==> config.mk <==
export PLATFORM = sky130hd
export DESIGN_NAME = cpu_ahb_lane_adapter
export DESIGN_NICKNAME = d
export VERILOG_FILES = /design/src/rtl/cpu_ahb_lane_adapter.sv
export SDC_FILE = /design/constraint.sdc
export NUM_CORES = 1
export LEC_CHECK = 0
export CORE_MARGIN = 2
export CORE_UTILIZATION = 37
export DETAILED_ROUTE_END_ITERATION = 6
export PLACE_DENSITY_LB_ADDON = 0.25
export SYNTH_ARGS = -nofsm -noshare
export SYNTH_HDL_FRONTEND = slang
export SYNTH_SLANG_ARGS = --single-unit
==> constraint.sdc <==
create_clock -name cpu_clk -period 2.6 [get_ports cpu_clk]
set_clock_uncertainty 0.05 [all_clocks]
set_input_delay 0.52 -clock cpu_clk [delete_from_list [all_inputs] [get_ports cpu_clk]]
set_output_delay 0.52 -clock cpu_clk [all_outputs]
set_load 0.03 [all_outputs]
==> src/rtl/cpu_ahb_lane_adapter.sv <==
// ============================================================================
// cpu_ahb_lane_adapter - 32-bit CPU AHB-Lite master to 32/64-bit bus lane adapter
// Rev 1.0
// ============================================================================
`default_nettype none

module cpu_ahb_lane_adapter #(
  parameter int DATA_W     = 32,
  parameter int CNT_W      = 16,
  parameter int ALIGN_MODE = 0
) (
  input  logic              cpu_clk,
  input  logic              pad_cpu_rst_b,
  input  logic              cnt_clr,
  input  logic [31:0]       m_haddr,
  input  logic [1:0]        m_htrans,
  input  logic              m_hwrite,
  input  logic [2:0]        m_hsize,
  input  logic [31:0]       m_hwdata,
  output logic [31:0]       m_hrdata,
  output logic              m_hready,
  output logic              m_hresp,
  output logic [31:0]       s_haddr,
  output logic [1:0]        s_htrans,
  output logic              s_hwrite,
  output logic [2:0]        s_hsize,
  output logic [DATA_W-1:0] s_hwdata,
  input  logic [DATA_W-1:0] s_hrdata,
  input  logic              s_hready,
  input  logic [1:0]        s_hresp,
  output logic              dphase_busy,
  output logic              misalign_err,
  output logic [CNT_W-1:0]  rd_cnt,
  output logic [CNT_W-1:0]  wr_cnt,
  output logic [CNT_W-1:0]  err_cnt
);

  localparam int LANE_BITS = $clog2(DATA_W / 8);
  localparam logic [CNT_W-1:0] c_one = {{(CNT_W-1){1'b0}}, 1'b1};

  typedef enum logic [1:0] {
    ST_IDLE = 2'd0,
    ST_DATA = 2'd1,
    ST_ERR1 = 2'd2
  } state_t;

  state_t r_state, w_state_nxt;

  logic [LANE_BITS-1:0] r_cap_addr;
  logic [1:0]           r_cap_size;
  logic                 r_cap_write;
  logic                 r_cap_bad;
  logic [CNT_W-1:0]     r_rd_cnt, r_wr_cnt, r_err_cnt;
  logic                 r_misalign;

  logic                 w_err;
  logic                 w_accept;
  logic                 w_bad;
  logic                 w_inc_rd, w_inc_wr, w_inc_err;
  logic [DATA_W-1:0]    w_src;
  logic [31:0]          w_mask;
  logic [31:0]          w_src32;
  logic [31:0]          w_aligned;
  logic                 w_unused_resp;

  assign w_err         = s_hresp[0];
  assign w_unused_resp = s_hresp[1];

  assign s_haddr  = m_haddr;
  assign s_hwrite = m_hwrite;
  assign s_hsize  = m_hsize;
  assign s_hwdata = {(DATA_W/32){m_hwdata}};
  assign m_hready = s_hready;
  assign m_hresp  = w_err;

  // Suppress the next address while the first cycle of an ERROR is on the bus
  // and throughout the second cycle, so the cancelled transfer never issues.
  assign s_htrans = ((r_state == ST_DATA && w_err && !s_hready) || r_state == ST_ERR1)
                    ? 2'b00 : m_htrans;

  assign w_accept = s_htrans[1] & s_hready & (r_state != ST_ERR1);
  assign w_bad    = (m_hsize > 3'd2)
                  | ((m_hsize == 3'd1) & m_haddr[0])
                  | ((m_hsize == 3'd2) & (|m_haddr[1:0]));

  always_ff @(posedge cpu_clk or negedge pad_cpu_rst_b) begin
    if (!pad_cpu_rst_b) begin
      r_state <= ST_IDLE;
    end else begin
      r_state <= w_state_nxt;
    end
  end

  always_comb begin
    w_state_nxt = r_state;
    w_inc_rd    = 1'b0;
    w_inc_wr    = 1'b0;
    w_inc_err   = 1'b0;
    case (r_state)
      ST_IDLE: begin
        if (w_accept) w_state_nxt = ST_DATA;
      end
      ST_DATA: begin
        if (w_err && !s_hready) begin
          w_state_nxt = ST_ERR1;
        end else if (s_hready) begin
          w_inc_err   = w_err;
          w_inc_rd    = !w_err && !r_cap_write;
          w_inc_wr    = !w_err &&  r_cap_write;
          w_state_nxt = w_accept ? ST_DATA : ST_IDLE;
        end
      end
      ST_ERR1: begin
        if (s_hready) begin
          w_inc_err   = 1'b1;
          w_state_nxt = ST_IDLE;
        end
      end
      default: w_state_nxt = ST_IDLE;
    endcase
  end

  always_ff @(posedge cpu_clk or negedge pad_cpu_rst_b) begin
    if (!pad_cpu_rst_b) begin
      r_cap_addr  <= '0;
      r_cap_size  <= 2'b10;
      r_cap_write <= 1'b0;
      r_cap_bad   <= 1'b0;
    end else if (w_accept) begin
      r_cap_addr  <= m_haddr[LANE_BITS-1:0];
      r_cap_size  <= m_hsize[1:0];
      r_cap_write <= m_hwrite;
      r_cap_bad   <= w_bad;
    end
  end

  // Clear wins over any same-cycle increment or flag set.
  always_ff @(posedge cpu_clk or negedge pad_cpu_rst_b) begin
    if (!pad_cpu_rst_b) begin
      r_rd_cnt   <= '0;
      r_wr_cnt   <= '0;
      r_err_cnt  <= '0;
      r_misalign <= 1'b0;
    end else if (cnt_clr) begin
      r_rd_cnt   <= '0;
      r_wr_cnt   <= '0;
      r_err_cnt  <= '0;
      r_misalign <= 1'b0;
    end else begin
      if (w_inc_rd  && (r_rd_cnt  != '1)) r_rd_cnt  <= r_rd_cnt  + c_one;
      if (w_inc_wr  && (r_wr_cnt  != '1)) r_wr_cnt  <= r_wr_cnt  + c_one;
      if (w_inc_err && (r_err_cnt != '1)) r_err_cnt <= r_err_cnt + c_one;
      if (w_accept && w_bad)              r_misalign <= 1'b1;
    end
  end

  assign w_src   = s_hrdata >> {r_cap_addr, 3'b000};
  assign w_src32 = w_src[31:0] & w_mask;

  always_comb begin
    w_mask = 32'hFFFF_FFFF;
    case (r_cap_size)
      2'd0:    w_mask = 32'h0000_00FF;
      2'd1:    w_mask = 32'h0000_FFFF;
      default: w_mask = 32'hFFFF_FFFF;
    endcase
  end

  generate
    if (ALIGN_MODE == 0) begin : g_align_lane
      assign w_aligned = w_src32 << {r_cap_addr[1:0], 3'b000};
    end else begin : g_align_right
      assign w_aligned = w_src32;
    end
  endgenerate

  assign m_hrdata = (r_cap_bad || r_cap_write || (r_state == ST_IDLE) || w_err)
                    ? 32'h0 : w_aligned;

  assign dphase_busy  = (r_state != ST_IDLE);
  assign misalign_err = r_misalign;
  assign rd_cnt       = r_rd_cnt;
  assign wr_cnt       = r_wr_cnt;
  assign err_cnt      = r_err_cnt;

endmodule

`default_nettype wire

* Yosys cells after proc, flatten, opt, wreduce, memory -nomap -nowiden
Index checks and enable logic that the tools add are counted.
** Operators by class
- $add $sub $neg :: 3
- Divide/modulo/power cells :: 0
- Equal/unequal tests :: 12
- Shifts and indexed selects :: 2
- Multipliers :: 0
- Muxes and demuxes :: 27
- Bitwise operators :: 7
- Magnitude comparators :: 1
- Reduce and logical (&&, ||, !) cells :: 25
** Operators by type and width (count)
- 16-bit 2-to-1 mux :: 6
- 32-bit one-hot mux with 2 select lines :: 1
- 16-bit by 1-bit adder with 16-bit output (second input constant) :: 3
- 16-bit inequality test (second input constant) :: 3
- 32-bit AND :: 1
- 32-bit 2-to-1 mux :: 1
- 32-bit by 5-bit left shift with 32-bit output :: 1
- 32-bit by 5-bit right shift with 32-bit output :: 1
- 1-bit 2-to-1 mux :: 12
- 2-bit 2-to-1 mux :: 5
- 2-bit nonzero test :: 5
- 1-bit logical AND :: 9
- 2-bit inequality test (second input constant) :: 3
- 2-bit one-hot mux with 3 select lines :: 1
- 1-bit AND :: 4
- 2-bit by 1-bit == test with 1-bit output (second input constant) :: 2
- 2-bit logical NOT :: 2
- 1-bit logical OR :: 4
- 3-bit by 1-bit == test with 1-bit output (second input constant) :: 1
- 3-bit by 2-bit == test with 1-bit output (second input constant) :: 1
- 3-bit by 2-bit greater-than comparator with 1-bit output (second input constant) :: 1
- 1-bit logical NOT :: 3
- 3-bit by 2-bit inequality test with 1-bit output (second input constant) :: 1
- 3-bit AND reduction :: 1
- other kinds (4) :: 5
** Storage, ports and cells
- Bits in writable memories :: 0
- Register bits :: 57
- Word-level logic and storage cells :: 86
- Input bits :: 108
- Bits in read-only memories :: 0
- Memories kept :: 0
- Bits in latches :: 0

* Depth between registers and ports, before layout
Gate-level depths: netlist of run 1.
- Depth after elaboration :: 11
- Mapped depth :: 7

* Least setup slack after synthesis of run 1
Ideal clock, no wire load.
- Path kind :: reg2out
- Start :: register r_state[0]
- End :: output m_hrdata[16]
- Cell stages (with the launch flop) :: 6
- Required time :: 2.030 ns
- Data arrival time :: 1.974 ns
- Setup slack :: 0.056 ns
- Cells stage by stage :: dfrtp_1 inv_1 ha_1 or4_1 a211oi_1 and2_1
** On the way
- Word-level cells in the longest chain between the ends :: 4
** RTL lines
- from (decl) :: line 47 : state_t r_state, w_state_nxt;
- from (signal assigned) :: line 90 : r_state <= w_state_nxt;
- 2-bit logical NOT :: line 177 : assign m_hrdata = (r_cap_bad || r_cap_write || (r_state == ST_IDLE) || w_err)
- 1-bit logical OR (2 in a row) :: line 177
- 32-bit 2-to-1 mux :: line 178 : ? 32'h0 : w_aligned;
- to (decl) :: line 20 : output logic [31:0] m_hrdata,
No other way between the ends.

* Final worst setup path of run 1
- Start :: register r_state[0]
- End :: output m_hrdata[22]
The elaborated chain is that of the path after synthesis.

==> impl_summary.md, run 1 <==
Run status
The flow ran to the end, but the final reports show violations. The checks that failed: negative setup slack.

STA
The final setup TNS is -0.0107 ns. The post-route worst setup slack is -0.00412 ns. After layout, the minimum clock period comes to 2.60 ns. The final period utilization is 1.00. The count of final hold-check violations is 0. The final count of pins violating max slew is 0. Derived from the worst setup path, the maximum achievable clock frequency is 384 MHz. In this run the tightest slew margin relative to its limit is 0.526. Setup violations remaining at the end of the flow were counted as 4. The post-route worst hold slack is 0.147 ns. At the pin with the least slew margin, the transition time is 0.706 ns. Setup repair after global routing could not meet its margin everywhere.

Die
The initial cell density of the core is 0.384. The die area is 11,600 um^2. The placeable core region is 10,400 um^2. In this run the horizontal extent of the chip is 108 um. The vertical die dimension is 108 um.

The number of placement rows is 37. The number of primary I/O pins is 262.

Setup path
The worst flop-to-flop path endpoint is err_cnt[13]. Data on the critical path is required at its endpoint by 2.03 ns. The category of the critical setup timing path is flip-flop to output port. At the worst endpoint, the arrival time is 2.03 ns. The critical path startpoint category is a flip-flop. The critical path launch point is r_state[0]. The worst setup path is captured at an output port. The maximum fanout along the worst path is 8. The startpoint identified for the worst register-to-register timing path is r_state[0].

The reg2reg setup slack is 0.43 ns. The count of cells along the worst register-to-register path is 6.

Detailed routing
The DRC marker count from the first detailed-route iteration is 131. The first TritonRoute pass finished after 4 iterations. The average wire length per cell after detail routing is 17.5 um. The wire length after detailed routing is 11.8 mm.

The average via count per standard cell is 5.47. The residual antenna-violating net count after detailed routing is 0. The final routed DRC violation total is 0. For this block, the via count after detailed routing is 3,679.

Yosys
The most used flip-flop cell after synthesis is dfrtp_1. In this run the cell area of the synthesized design comes to 3990 um^2. The number of nets handed over by synthesis was 561.

The unique cell type count in the Yosys netlist is 45. By area, the combinational part of the netlist is dominated by simple AND/OR/NAND/NOR gates. The Yosys warning count is 0. Of the total synthesized cell area, the portion taken by full adders, half adders and majority gates is 0.0188. The mean area per synthesized cell is 8.92 um^2.

The most common cell in the synthesized netlist is buf_4. The cell type contributing the most total cell area after synthesis is dfrtp_1. For this run, the register share of the synthesized area comes to 0.358. The number of flops mapped to enable cells by yosys is 0. After synthesis, the most frequently instantiated cells are buf_4 (71), dfrtp_1 (56), a21oi_1 (44). The async set-or-reset flop fraction in the synthesized netlist is 1.00. Of the post-synthesis cell area, the part taken by muxes is 0.0311. The share of synthesized area in the top cell type comes to 0.352. Of the total synthesized cell area, the portion taken by AND, OR, NAND and NOR gates is 0.284. The flip-flop and latch count after synthesis is 57.

The xor and xnor fraction of the mapped netlist area is 0. The post-synthesis compound-gate area fraction is 0.148. The cell count after synthesis came out at 447. Ranked by total cell area, the synthesized netlist is headed by dfrtp_1 (35%), buf_4 (13%), a21oi_1 (5.5%), and2_1 (5.3%), o31ai_1 (4.0%).

Hold path
The worst min-delay path category is primary input to asynchronous set/reset pin.

Layout
At the end of the flow, the number of nets in the layout was 646. The proportion of layout cells with a drive suffix above 1 is 0.224. From synthesis to final layout, the design area changed by 35.6%. Fill cells in the final layout number 981.

The finished layout holds 673 standard cells, fillers aside. At the end of the flow the core is filled with cells to 0.521.

Placement
The number of placed cells counting well taps is 653. At the end of routability-driven placement, the weighted congestion stood at 0.860. The HPWL after detailed placement is 8.72 mm.

The number of input and output port buffers inserted is 136.

Global routing
Entering global routing, the biggest net connects 34 pins. The number of global-route vias before repair is 3,563. For this run, the total global-route usage over all layers was measured as 0.205. The remaining global-route overflow is 0. The global-route wire length before repair is 18.6 mm. The number of antenna violations at the first check in global routing was 0.

CTS
At the later pin of the worst-skew pair, clock insertion delay measures 0.34 ns. The TritonCTS sink count is 57. The number of buffers created by CTS is 9. The register clock-pin slew on the reported worst setup and hold paths is 0.07 ns. The buffer levels on the longest clock path is 2.

The total of hold buffers inserted after clock tree synthesis is 0. The clock tree synthesis step divided the H-tree into 3 levels. The CTS tree is done. The tree is rooted in a clkbuf_8.

Pwr
The power density over cell area is 451 nW/um^2. VDD sags by at most 199 uV. For this design the static power due to leakage is 0.00213 uW.

Run
The max capacitance violation total is 0.
[where the power goes]
part / switching, uW / internal [uW]
registers: 50.7 / 934
logic: 355 / 336
clock network: 346 / 417
total: 751 / 1690
[worst max-delay path by stage]
stage                         to  cells past startpoint
floorplan           m_hrdata[16]                      5
global placement    m_hrdata[22]                      6
detailed placement  m_hrdata[22]                      6
CTS                 m_hrdata[22]                      7
global route        m_hrdata[17]                      7
finish              m_hrdata[22]                      7
[routing by layer]
metal  up-vias  wire (um)  share of wire  GRT usage
met4         0         77         0.0065     0.0476
li1       1755          -              -          -
met3        13        968          0.082     0.0751
met1      1778       4980           0.42      0.257
met5         -          0              0          0
met2       133       5740           0.49      0.337
[cell usage in the layout, fill, tap and decap left out, drive strengths merged, types with 3 or more instances in the layout]
master         Yosys  final
and3               3      3
o31ai             21     21
nor3               7      7
dfrtp             56     56
nor2              12     12
or4               19     19
buf               75     58
clkbuf             9     13
mux2              11     11
nand2             20     20
ha                 6      6
nand3b             3      3
and4               7      7
nor3b              3      3
nor2b              7      7
a21oi             44     44
clkdlybuf4s50      0     99
nand4             15     15
and2              34     34
o41ai              3      3
nor4               7      7
o21ai             20     20
or3               19     19
nand3             16     16
inv               11     11
[final cells by class]
class | instances | area, um^2 | area share
inverter | 11 | 41.3 | 0.00764
antenna | 1 | 2.50 | 0.000463
tap | 136 | 170 | 0.0315
timing repair buffer | 158 | 1560 | 0.289
clock inverter | 2 | 12.5 | 0.00232
clock buffer | 13 | 169 | 0.0313
sequential | 57 | 1430 | 0.264
multi-input combinational | 295 | 2020 | 0.373
[state kept, by name, indices dropped and copies added (netlist names)]
signal and flops:
err_cnt 16, misalign_err 1, r_cap_addr 2, r_cap_bad 1, r_cap_size 2, r_cap_write 1, r_state 2, rd_cnt 16
wr_cnt 16
[cell families after synthesis]
kind of cell	after synthesis
mux	11
simple gates	180
compound gates	98
buf+inv	95
flops	57
fa+ha+maj	6
[critical path: stages, from the launching register on]
cell and delay (ns):
dfrtp_1 0.37, inv_2 0.07, ha_4 0.17, or4_4 0.47, a211oi_2 0.17, buf_4 0.18
and2_4 0.15, buf_6 0.12
[metrics by stage]
stage / cell area (um^2) / total power (uW) / worst slack [ns]
6_report: 5400 / 2440 / -0.00412
5_1_grt: 5400 / 2580 / -0.0874
4_1_cts: 5320 / 2430 / 0.000874
3_5_place_dp: 5010 / 1590 / -0.242
3_3_place_gp: 5010 / 1580 / -0.263
2_1_floorplan: 3990 / 1490 / 0.0560
[timing repair]
action / CTS / global route
endpoints found under the setup margin: 32 / 32
pin swaps: 4 / 12
buffers inserted: 2 / 2
gates cloned: 0 / 0
resized for setup: 34 / 22
No activity file was read; power rests on OpenSTA's default activity.
==> run 2, diff against run 1 <==
- CORE_AREA: not set -> 2 2 100 102
- CORE_MARGIN: 2 -> not set
- CORE_UTILIZATION: 37 -> not set
- DIE_AREA: not set -> 0 0 102 104
- DONT_BUFFER_PORTS: not set -> 1
==> impl_summary.md, run 2 (synthesized netlist as in run 1, its figures left out) <==
STA
Setup repair after global routing could not meet its margin everywhere. The transition at the pin with the smallest max-transition slack is 0.537 ns (-0.169 ns). The final setup TNS is -0.699 ns (-0.689 ns). The final count of pins violating max slew was 0 (unchanged). The post-route worst setup slack is -0.0591 ns (-0.0550 ns). The final period utilization is 1.02 (+0.0212). The number of setup violations in the final report came to 24 (+20).

The count of final hold-check violations came to 0 (unchanged). The remaining max-slew budget at the tightest pin was 0.639 (+0.113). The post-route minimum period came to 2.66 ns (+0.0550 ns). The highest attainable clock frequency is 376 MHz (-2.1%).

Detailed routing
The average via count per standard cell is 5.72 (+4.6%). The final routed DRC violation total is 0 (unchanged). The average wire length per cell after detail routing came to 18.6 um (+6.4%). The number of optimization iterations in the first detailed-route pass was 4 (unchanged). The wire length after detailed routing came to 10.8 mm (-8.6%).

The DRC marker count from the first detailed-route iteration is 161 (+23%). The routed via count is 3,305 (-10%). The residual antenna-violating net count after detailed routing is 0 (unchanged).

Setup path
The worst setup path is of the flip-flop to output port kind. The capturing element type of the critical path is an output port. The worst setup path is launched from a flip-flop. The maximum fanout along the worst path is 8 (unchanged). The biggest cell delay along the critical path came to 0.56 ns (+0.09 ns).

Traced cell by cell, the critical path runs through inv_2 > ha_4 > or4_4 > a211oi_2 > buf_4 > and2_4 > buf_6. The required time at the endpoint of the critical path is 2.03 ns (about the same). The data arrival time of the worst path came to 2.09 ns (+0.06 ns).

For this design, the slowest cell found on the critical path is or4_4.

Placement
The HPWL after detailed placement is 7.94 mm (-9.0%). The number of input and output port buffers inserted came to 0 (-100%). The routability congestion estimate from global placement is 0.844 (-1.9%). The total placed instance area came to 4130 um^2 (-18%). The worst-case setup slack after placement is 0.0708 ns (+0.313 ns).

Layout
The filler cell count in the final layout was 935 (-4.7%). Leaving out fill and tap cells, the most frequent cells in the layout are dfrtp_1 (56), a21oi_1 (43), and2_4 (32), buf_4 (32). The most frequent standard cell in the layout excluding fill and tap cells is dfrtp_1. The proportion of layout cells with a drive suffix above 1 is 0.312 (+0.0885).

The number of nets at the end of the flow is 555 (-14%). The area of all placed cells without fillers is 4640 um^2 (-14%). The final core area utilization is 0.485 (-0.0357).

The count of antenna diodes in the layout is 0 (-1). Relative to the synthesized area, the layout overhead comes to 16.3%. The flip-flop and latch area came to 1430 um^2 (unchanged). The combined area of the multi-input logic cells is 2040 um^2 (+0.99%).

CTS
The number of buffers created by CTS is 9 (unchanged). Clock tree synthesis selected as its root buffer the cell clkbuf_8. The register clock-pin slew on the reported worst setup and hold paths is 0.07 ns (about the same).

The TritonCTS sink count is 57 (unchanged). The clock latency of the later-clocked register in the worst-skew pair was 0.34 ns (about the same). The number of H-tree levels is 3 (unchanged). TritonCTS built the clock tree. The buffer levels on the longest clock path was 2 (unchanged).

Global routing
The number of global-route vias before repair is 3,176 (-11%). The number of antenna violations at the first check in global routing is 0 (unchanged). The pin count of the biggest net entering global routing is 58 (+71%). The remaining global-route overflow is 0 (unchanged).

The global-route wire length before repair came to 16.7 mm (-10%). The global router's overall resource usage is 0.200 (-0.00487).

Run status
The run finished, with violations left. The checks that failed: negative setup slack.

Die
The number of primary I/O pins is 262 (unchanged). The number of placement rows was 36 (-2.7%). The vertical die dimension was 104 um (-3.5%). The placeable core region came to 9550 um^2 (-7.9%).

The initial cell density of the core was 0.417 (+0.0330). The die span in x came to 102 um (-5.4%). The die area was 10,600 um^2 (-8.7%).

Pwr
The total internal power is 1740 uW (+3.1%). The clock share of power is 0.361 (+0.048). The sequential share of power was 0.399 (-0.005). The switching component of the power is 719 uW (-4.3%). The total power came to 2460 uW (+0.82%). The switching fraction of total power is 0.293 (-0.0155). The maximum resistive drop on vdd is 327 uV (+64%). The power density over cell area is 530 nW/um^2 (+18%). The combinational fraction of design power is 0.239 (-0.044). The static leakage power was 0.00187 uW (-12%).

Hold path
The worst min-delay path category is primary input to flip-flop.

Run
The max capacitance violation total is 0 (unchanged).
-- run 2: area by class of cell --
| type | instances | area share |
|---|---|---|
| tap | 133 | 0.0359 |
| clock buffer | 9 | 0.0267 |
| timing repair buffer | 67 | 0.163 |
| sequential | 57 | 0.308 |
| clock inverter | 6 | 0.0181 |
| multi-input combinational | 295 | 0.440 |
| inverter | 11 | 0.00891 |
-- run 2: per-stage QoR --
| stage | std cells | hold WS [ns] |
|---|---|---|
| 2_1_floorplan | 447 | 0.174 |
| 3_3_place_gp | 552 | 0.176 |
| 3_5_place_dp | 552 | 0.176 |
| 4_1_cts | 573 | 0.166 |
| 5_1_grt | 578 | 0.159 |
| 6_report | 578 | 0.193 |
-- run 2: metal layers --
layer  up-vias  routed length (um)  share of wire  GRT usage
li1       1571                   -              -          -
met1      1588                4360           0.41      0.246
met2       133                5210           0.48      0.319
met3        13                1040          0.097     0.0961
met4         0                 140          0.013     0.0438
met5         -                   0              0          0
-- run 2: final timing paths --
kind                                from            end  slack [ns]  depth (start not counted)
min reg2reg                    r_cap_bad      r_cap_bad        0.44                          2
min in group asynchronous  pad_cpu_rst_b    err_cnt[13]        0.66                          2
min                              cnt_clr     err_cnt[8]        0.19                          1
max                           r_state[1]   m_hrdata[22]       -0.06                          7
max reg2reg                   r_state[0]    err_cnt[14]        0.21                          9
max in group asynchronous  pad_cpu_rst_b  r_cap_size[1]        1.52                          2
-- run 2: repair_timing --
action	4_1_cts	5_1_grt
endpoints found under the setup margin	32	33
endpoints found under the hold margin	57	0
gates resized for setup	64	1
pin swaps	36	3
setup buffers	4	5
hold buffers	2	0
cloned	0	0
-- run 2: power groups by stage --
| stage | clock (uW) | combinational, uW | sequential [uW] |
|---|---|---|---|
| after floorplan | 0 | 492 | 996 |
| after global placement | 0 | 419 | 989 |
| after detailed placement | 0 | 430 | 991 |
| after CTS | 923 | 555 | 979 |
| after global routing | 963 | 640 | 989 |
| final | 889 | 588 | 981 |
-- run 2: worst max-delay path, delay by kind of cell, from the launching register on --
kind | cells | cell delay (ns)
AO/OA/AOI/OAI | 1 | 0.16
adder cells (fa/ha/maj) | 1 | 0.16
buffers and inverters | 3 | 0.35
flip-flops | 1 | 0.37
AND/OR/NAND/NOR | 2 | 0.71
==> run 3, diff against run 2 <==
- CTS_CLUSTER_DIAMETER: not set -> 100
==> results of run 3 <==
Same layout as run 2: the final DEF is identical, and so are final timing and power.
